$ cat src/rtl/spi_pkg.sv
// Shared constants for the SPI front end: channel indices and the
// default debounce configuration of the input conditioner.
package spi_pkg;

    localparam int CH_CS   = 0;
    localparam int CH_SCLK = 1;
    localparam int CH_MOSI = 2;

    localparam int DEF_WIDTH         = 3;
    localparam int DEF_COUNTER_WIDTH = 3;
    localparam int DEF_WAIT_TIME     = 3;

    // cs idles high, sclk and mosi idle low
    localparam logic [DEF_WIDTH-1:0] DEF_RESET_VAL = 3'b001;

endpackage

$ cat src/rtl/spi_input_conditioner_bit.sv
// One conditioner channel: two-flop synchronizer, stability counter and
// registered rising/falling strobes that coincide with the level change.
module input_conditioner_bit
    import spi_pkg::*;
#(
    parameter int   COUNTER_WIDTH = DEF_COUNTER_WIDTH,
    parameter int   WAIT_TIME     = DEF_WAIT_TIME,
    parameter logic RESET_VAL     = 1'b0
) (
    input  logic clk,
    input  logic rst_n,
    input  logic noisy,
    output logic conditioned,
    output logic positive_edge,
    output logic negative_edge
);

    localparam logic [COUNTER_WIDTH-1:0] WAIT_CNT = COUNTER_WIDTH'(WAIT_TIME);
    localparam logic [COUNTER_WIDTH-1:0] CNT_ONE  = COUNTER_WIDTH'(1);

    logic                     r_sync0;
    logic                     r_sync1;
    logic                     r_level;
    logic [COUNTER_WIDTH-1:0] r_count;
    logic                     r_pos;
    logic                     r_neg;

    // NOTE: all state uses non-blocking assignments so every flop samples
    // pre-edge values; the synchronizer is reset to the idle level too, so
    // reset release never looks like an input change.
    always_ff @(posedge clk or negedge rst_n) begin
        if (!rst_n) begin
            r_sync0 <= RESET_VAL;
            r_sync1 <= RESET_VAL;
            r_level <= RESET_VAL;
            r_count <= '0;
            r_pos   <= 1'b0;
            r_neg   <= 1'b0;
        end else begin
            r_sync0 <= noisy;
            r_sync1 <= r_sync0;
            r_pos   <= 1'b0;
            r_neg   <= 1'b0;
            if (r_sync1 == r_level) begin
                r_count <= '0;
            end else if (r_count == WAIT_CNT) begin
                // Disagreement held for WAIT_TIME+1 cycles: accept it
                r_level <= r_sync1;
                r_count <= '0;
                r_pos   <= r_sync1;
                r_neg   <= ~r_sync1;
            end else begin
                r_count <= r_count + CNT_ONE;
            end
        end
    end

    assign conditioned   = r_level;
    assign positive_edge = r_pos;
    assign negative_edge = r_neg;

endmodule

$ cat src/rtl/spi_input_conditioner.sv
// Conditions the raw SPI pins (cs, sclk, mosi) into clean levels and edge
// strobes for the slave FSM; one independent channel per pin.
module spi_input_conditioner
    import spi_pkg::*;
#(
    parameter int               WIDTH         = DEF_WIDTH,
    parameter int               COUNTER_WIDTH = DEF_COUNTER_WIDTH,
    parameter int               WAIT_TIME     = DEF_WAIT_TIME,
    parameter logic [WIDTH-1:0] RESET_VAL     = DEF_RESET_VAL
) (
    input  logic             clk,
    input  logic             rst_n,
    input  logic [WIDTH-1:0] noisy,
    output logic [WIDTH-1:0] conditioned,
    output logic [WIDTH-1:0] positive_edge,
    output logic [WIDTH-1:0] negative_edge
);

    for (genvar i = 0; i < WIDTH; i++) begin : g_ch
        input_conditioner_bit #(
            .COUNTER_WIDTH (COUNTER_WIDTH),
            .WAIT_TIME     (WAIT_TIME),
            .RESET_VAL     (RESET_VAL[i])
        ) u_ch (
            .clk           (clk),
            .rst_n         (rst_n),
            .noisy         (noisy[i]),
            .conditioned   (conditioned[i]),
            .positive_edge (positive_edge[i]),
            .negative_edge (negative_edge[i])
        );
    end

endmodule
$ cat config.mk
export PLATFORM = sky130hd
export DESIGN_NAME = spi_input_conditioner
export DESIGN_NICKNAME = d
export VERILOG_FILES = /design/src/rtl/spi_pkg.sv /design/src/rtl/spi_input_conditioner_bit.sv /design/src/rtl/spi_input_conditioner.sv
export SDC_FILE = /design/constraint.sdc
export NUM_CORES = 1
export LEC_CHECK = 0
export CORE_AREA = 5 5 48 50
export DETAILED_ROUTE_END_ITERATION = 8
export DIE_AREA = 0 0 53 55
export GPL_TIMING_DRIVEN = 0
export PLACE_DENSITY = 0.85
export SLEW_MARGIN = 20
export SYNTH_ARGS = -nofsm -noshare
export SYNTH_HDL_FRONTEND = slang
export SYNTH_SLANG_ARGS = --single-unit
$ cat constraint.sdc
create_clock -name clk -period 2.07 [get_ports clk]
set_input_delay 0.414 -clock clk [delete_from_list [all_inputs] [get_ports clk]]
set_output_delay 0.414 -clock clk [all_outputs]
set_load 0.005 [all_outputs]
==> results of run 1 <==
-- per-stage QoR --
step	hold WS, ns	instance area [um^2]
after floorplan	0.118	925
after global placement	0.337	1090
after detailed placement	0.336	1090
after CTS	0.365	1120
after global routing	0.0681	1120
final	0.0474	1120
-- how the worst max path moves through the flow --
| stage | slack, ns | to | cells after the start | start |
|---|---|---|---|---|
| detailed placement | 0.39 | g_ch[2].u_ch.r_sync0 | 1 | rst_n |
| finish | 0.16 | conditioned[0] | 2 | g_ch[0].u_ch.conditioned |
| global placement | 0.42 | g_ch[2].u_ch.r_sync0 | 1 | rst_n |
| global route | 0.11 | conditioned[0] | 2 | g_ch[0].u_ch.conditioned |
| CTS | 0.15 | conditioned[0] | 2 | g_ch[0].u_ch.conditioned |
| floorplan | 0.95 | g_ch[2].u_ch.conditioned | 3 | g_ch[2].u_ch.r_count[0] |
-- area by class of cell --
class | count | area [um^2] | share of cell area
Sequential cell | 24 | 604 | 0.540
Clock buffer | 4 | 36.3 | 0.0324
Buffer | 9 | 67.6 | 0.0603
Timing Repair Buffer | 13 | 125 | 0.112
Multi-Input combinational cell | 27 | 253 | 0.226
Tap cell | 27 | 33.8 | 0.0302
-- cells in the mapped netlist (all sizes together) --
master  instances  share of area
and3b           2          0.019
buf             9          0.073
dfrtp          21           0.57
dfstp           3          0.085
ha              3          0.041
mux2            3          0.037
nand2b          3          0.045
nor2b           1         0.0068
nor3b          12          0.097
xnor2           3          0.028
-- state kept, by name (all words and copies together) (netlist names) --
signal	count
g_ch.u_ch.positive_edge	3
g_ch.u_ch.r_sync1	3
g_ch.u_ch.conditioned	3
g_ch.u_ch.r_count	9
g_ch.u_ch.r_sync0	3
g_ch.u_ch.negative_edge	3
-- worst register-to-register path, cell delays in order (launching register included) --
cell and delay, ns:
dfrtp_1 0.40, ha_1 0.24, nand2b_4 0.10, mux2_2 0.32
-- power by group --
group / total (mW) / switching (mW) / internal (mW)
Combinational: 0.341 / 0.117 / 0.223
Clock: 0.239 / 0.131 / 0.107
Sequential: 0.632 / 0.0647 / 0.567
-- logic make-up (layout without fill, tap and decap cells) --
kind of cell,Yosys count,after routing
flip-flops,24,24
AND/OR/NAND/NOR,18,18
buffers and inverters,9,26
adder cells (fa/ha/maj),3,3
XOR/XNOR,3,3
multiplexers,3,3
-- per-layer routing --
layer | part of all wire | routed length [um] | up-vias
met5 | 0 | 0 | -
met4 | 0.022 | 24 | 0
met3 | 0.072 | 80 | 4
met2 | 0.45 | 502 | 15
met1 | 0.45 | 502 | 222
li1 | - | - | 229
==> reports/qor.csv, run 1 <==
metric,value,unit
crit-path cells,buf_4 > clkdlybuf4s50_1,
FF-to-FF path depth,3,
headroom to the max-slew limit,0.669,
multiplexer area fraction after synthesis,0.0365,
Register-to-Register Setup Slack,0.90,ns
reg2reg start,g_ch[2].u_ch.r_count[0],
Hold Path Class,input port to asynchronous set/reset pin,
PostCTS Resize Cnt,0,
die height,55,um
# setup viols final,0,
clock skew,0.00394,ns
P per Cell Area,1080,nW/um^2
DR DRC count,0,
diodes inserted,0,
Ports,14,
Final Non-Filler Cells,104,
max incr delay on CP,0.59,ns
busiest grt layer,met2,
Cell variety after synth,11,
YS warnings,0,
vias after detailed routing,470,
synthesis-to-finish area growth,21.1,%
Worst setup SP type,flop,
XOR/XNOR Fraction of Synth Area,0.0284,
Post-Synth Adder-Cell Area,0.0406,
MaxCap Viol Count,0,
PortBufs,13,
CP endpoint kind,primary output,
"commonest non-fill, non-tap cell in the layout",dfrtp_1,
final WL,1.11,mm
drt via density,4.52,
Max H-tree Level,1,
Post-Synth Simple-Gate Area,0.168,
Compound-Gate Fraction of Synth Area,0,
fmax,525,MHz
Die ar.,2920,um^2
Mapped Cells,60,
Worst-Margin Slew,0.497,ns
clk sink count,24,
Clock Latency Late Sink,0.31,ns
max-slew violation count,0,
Final Util,0.601,
placed cells,100,
Chip Width,53,um
Starting Density,0.497,
largest family of logic cells by synthesized area,simple AND/OR/NAND/NOR gates,
CP Max Fanout,5,
CTS Buf Count,3,
post-CTS setup buffers,0,
CTS tree,yes,
routing usage on met2,0.138,
vias in the first global route,471,
largest delay contributor family on the critical path,buffers and inverters,
leakage,0.505,nW
FILL cells,159,
share of cells above drive strength 1,0.286,
post-detail-place hpwl,837,um
critical path arrival,1.49,ns
GPL Wtd Cong,0.677,
total track usage,0.0962,
WP buf/inv,2,
Final Hold Viols,0,
"Seq/Total Area, Yosys",0.654,
ANT nets after route,0,
Pre-antenna DRT Iters,4,
number of synthesized register bits,24,
Nets,86,
initial antenna violation count,0,
"commonest non-fill, non-tap cells in the layout","dfrtp_1 (21), nor3b_1 (12), clkdlybuf4s50_1 (12)",
final worst slack,0.165,ns
setup TNS,0,ns
GR Util met1,0.122,
minimum clock period,1.91,ns
syn nets,68,
period utilization,0.920,
standard-cell rows,16,
clock root buffer,clkbuf_4,
pre-CTS WS,0.394,ns
status,finished clean,
CTS max path bufs,2,
CP required,1.66,ns
first-pass GRT wire length,1.93,mm
syn_area_per_cell,15.4,um^2
GRT overflow,0,
Core Region,1860,um^2
RSZ-0062 raised after global routing,false,
CP max stage cell,dfstp_2,
DRT iter0 DRCs,1,
cell area after synthesis,925,um^2
post-route total power,1.21,mW
largest net degree at the start of global routing,25,
clock slew at reported path FFs,0.12,ns
worst reg2reg endpoint,g_ch[2].u_ch.conditioned,
CTS Hold Bufs,0,
M3 GR Usage,0.0268,
wire per inst,10.7,um
worst setup path category,flop to primary output,
maximum VDD drop,0.602,mV
Power figures use the tool's default switching activity.
==> run 2: changes to the inputs <==
--- a/config.mk
+++ b/config.mk
@@ -5,11 +5,11 @@
 export SDC_FILE = /design/constraint.sdc
 export NUM_CORES = 1
 export LEC_CHECK = 0
-export CORE_AREA = 5 5 48 50
+export CORE_AREA = 5 5 50 52
 export DETAILED_ROUTE_END_ITERATION = 8
-export DIE_AREA = 0 0 53 55
+export DIE_AREA = 0 0 55 57
 export GPL_TIMING_DRIVEN = 0
-export PLACE_DENSITY = 0.85
+export PLACE_DENSITY = 0.8
 export SLEW_MARGIN = 20
 export SYNTH_ARGS = -nofsm -noshare
 export SYNTH_HDL_FRONTEND = slang
==> constraint.sdc (replaced) <==
create_clock -name clk -period 2.1 [get_ports clk]
set_input_delay 0.42 -clock clk [delete_from_list [all_inputs] [get_ports clk]]
set_output_delay 0.42 -clock clk [all_outputs]
set_load 0.005 [all_outputs]
==> reports/qor.csv, run 2 (synthesis gave the netlist of run 1 again) <==
metric,value,unit,change
status,finished clean,,
PortBufs,13,,unchanged
CP endpoint kind,primary output,,
die height,57,um,+3.6%
Sequential Area,604,um^2,unchanged
Worst-Margin Slew,0.496,ns,-0.00113 ns
setup TNS,0,ns,unchanged
# setup viols final,0,,unchanged
synthesis-to-finish area growth,23.0,%,
GRT overflow,0,,unchanged
diodes inserted,0,,unchanged
worst setup path category,flop to primary output,,
vias after detailed routing,480,,+2.1%
P per Cell Area,1120,nW/um^2,+4.0%
Starting Density,0.448,,-0.0485
minimum clock period,1.90,ns,
Ports,14,,unchanged
fmax,526,MHz,
CP required,1.68,ns,+0.02 ns
wire per inst,11.1,um,+4.4%
Clock Latency Late Sink,0.30,ns,about the same
leakage,0.512,nW,+1.4%
period utilization,0.905,,
headroom to the max-slew limit,0.669,,+0.000755
Worst setup SP type,flop,,
CTS tree,yes,,
Die ar.,3140,um^2,+7.5%
"commonest non-fill, non-tap cells in the layout","dfrtp_1 (21), nor3b_1 (12), clkdlybuf4s50_1 (12)",,
CTS Hold Bufs,0,,unchanged
Final Hold Viols,0,,unchanged
Final Util,0.551,,-0.0502
Nets,86,,unchanged
Hold WS,0.0572,ns,+0.00973 ns
initial antenna violation count,0,,unchanged
DR DRC count,0,,unchanged
clock root buffer,clkbuf_4,,
drt via density,4.57,,+1.2%
Hold Path Class,input port to asynchronous set/reset pin,,
placed cells,101,,+1.0%
standard-cell rows,17,,+1
number of flip-flops in the largest register,9,,unchanged
CTS Buf Count,3,,unchanged
post-route total power,1.28,mW,+5.6%
MaxCap Viol Count,0,,unchanged
GPL Wtd Cong,0.664,,-2.0%
final worst slack,0.199,ns,+0.0337 ns
CTS max path bufs,2,,unchanged
area of the multi-input gates,253,um^2,unchanged
Core Region,2060,um^2,+11%
critical path arrival,1.48,ns,about the same
RSZ-0062 raised after global routing,false,,
CP Max Fanout,5,,unchanged
Pre-antenna DRT Iters,1,,-3
DRT iter0 DRCs,0,,-1
maximum VDD drop,0.564,mV,-6.2%
PostCTS Resize Cnt,0,,unchanged
Final Non-Filler Cells,105,,+0.96%
clock skew,0.00995,ns,+0.00601 ns
vias in the first global route,515,,+9.3%
total track usage,0.0962,,about the same
Chip Width,55,um,+3.8%
Max H-tree Level,1,,unchanged
ANT nets after route,0,,unchanged
clock slew at reported path FFs,0.13,ns,about the same
post-CTS setup buffers,0,,unchanged
final WL,1.17,mm,+5.4%
Biggest register,g_ch.u_ch.r_count,,
max-slew violation count,0,,unchanged
pre-CTS WS,0.419,ns,+0.0247 ns
share of cells above drive strength 1,0.286,,unchanged
FILL cells,181,,+14%
clk sink count,24,,unchanged
"commonest non-fill, non-tap cell in the layout",dfrtp_1,,
first-pass GRT wire length,2.20,mm,+14%
post-detail-place hpwl,912,um,+9.0%
largest net degree at the start of global routing,25,,unchanged
DP Area,1090,um^2,+0.12%
post-route cell area,1140,um^2,+1.6%
[run 2: changes by cell type in the layout (fill, tap and decap cells not counted), sizes merged]
cell	delta
bufinv	+1
clkbuf	-1
[run 2: worst max-delay path, cell delays in order, from the launching register on]
cell	delay [ns]
dfstp_2	0.59
buf_4	0.11
clkdlybuf4s50_1	0.48
[run 2: path summary, 6_finish.rpt]
kind	startpoint	end	slack, ns	cells past startpoint
setup / recovery	g_ch[0].u_ch.conditioned	conditioned[0]	0.20	2
hold / removal	rst_n	g_ch[0].u_ch.r_count[0]	0.06	1
setup reg to reg	g_ch[2].u_ch.r_count[0]	g_ch[2].u_ch.conditioned	0.91	3
hold reg to reg	g_ch[0].u_ch.r_sync0	g_ch[0].u_ch.r_sync1	0.37	0
max in group asynchronous	rst_n	g_ch[0].u_ch.r_sync1	1.69	1
min in group clk	g_ch[0].u_ch.r_sync0	g_ch[0].u_ch.r_sync1	0.37	0
[run 2: metal layers]
layer | GRT usage | vias to the layer above | part of all wire
met5 | 0 | - | 0
li1 | - | 226 | -
met4 | 0.0417 | 0 | 0.010
met1 | 0.125 | 242 | 0.44
met2 | 0.142 | 10 | 0.50
met3 | 0.0366 | 2 | 0.052
[run 2: final cells by class]
class	count	area share
Sequential cell	24	0.531
Multi-Input combinational cell	27	0.222
Timing Repair Buffer	13	0.110
Buffer	9	0.0594
Tap cell	28	0.0308
Clock inverter	1	0.0264
Clock buffer	3	0.0198
[run 2: power by group]
part	leakage (nW)	internal (mW)	switching [mW]
sequential	0.305	0.559	0.0635
combinational	0.179	0.220	0.117
clock	0.0279	0.193	0.127
total	0.512	0.972	0.307
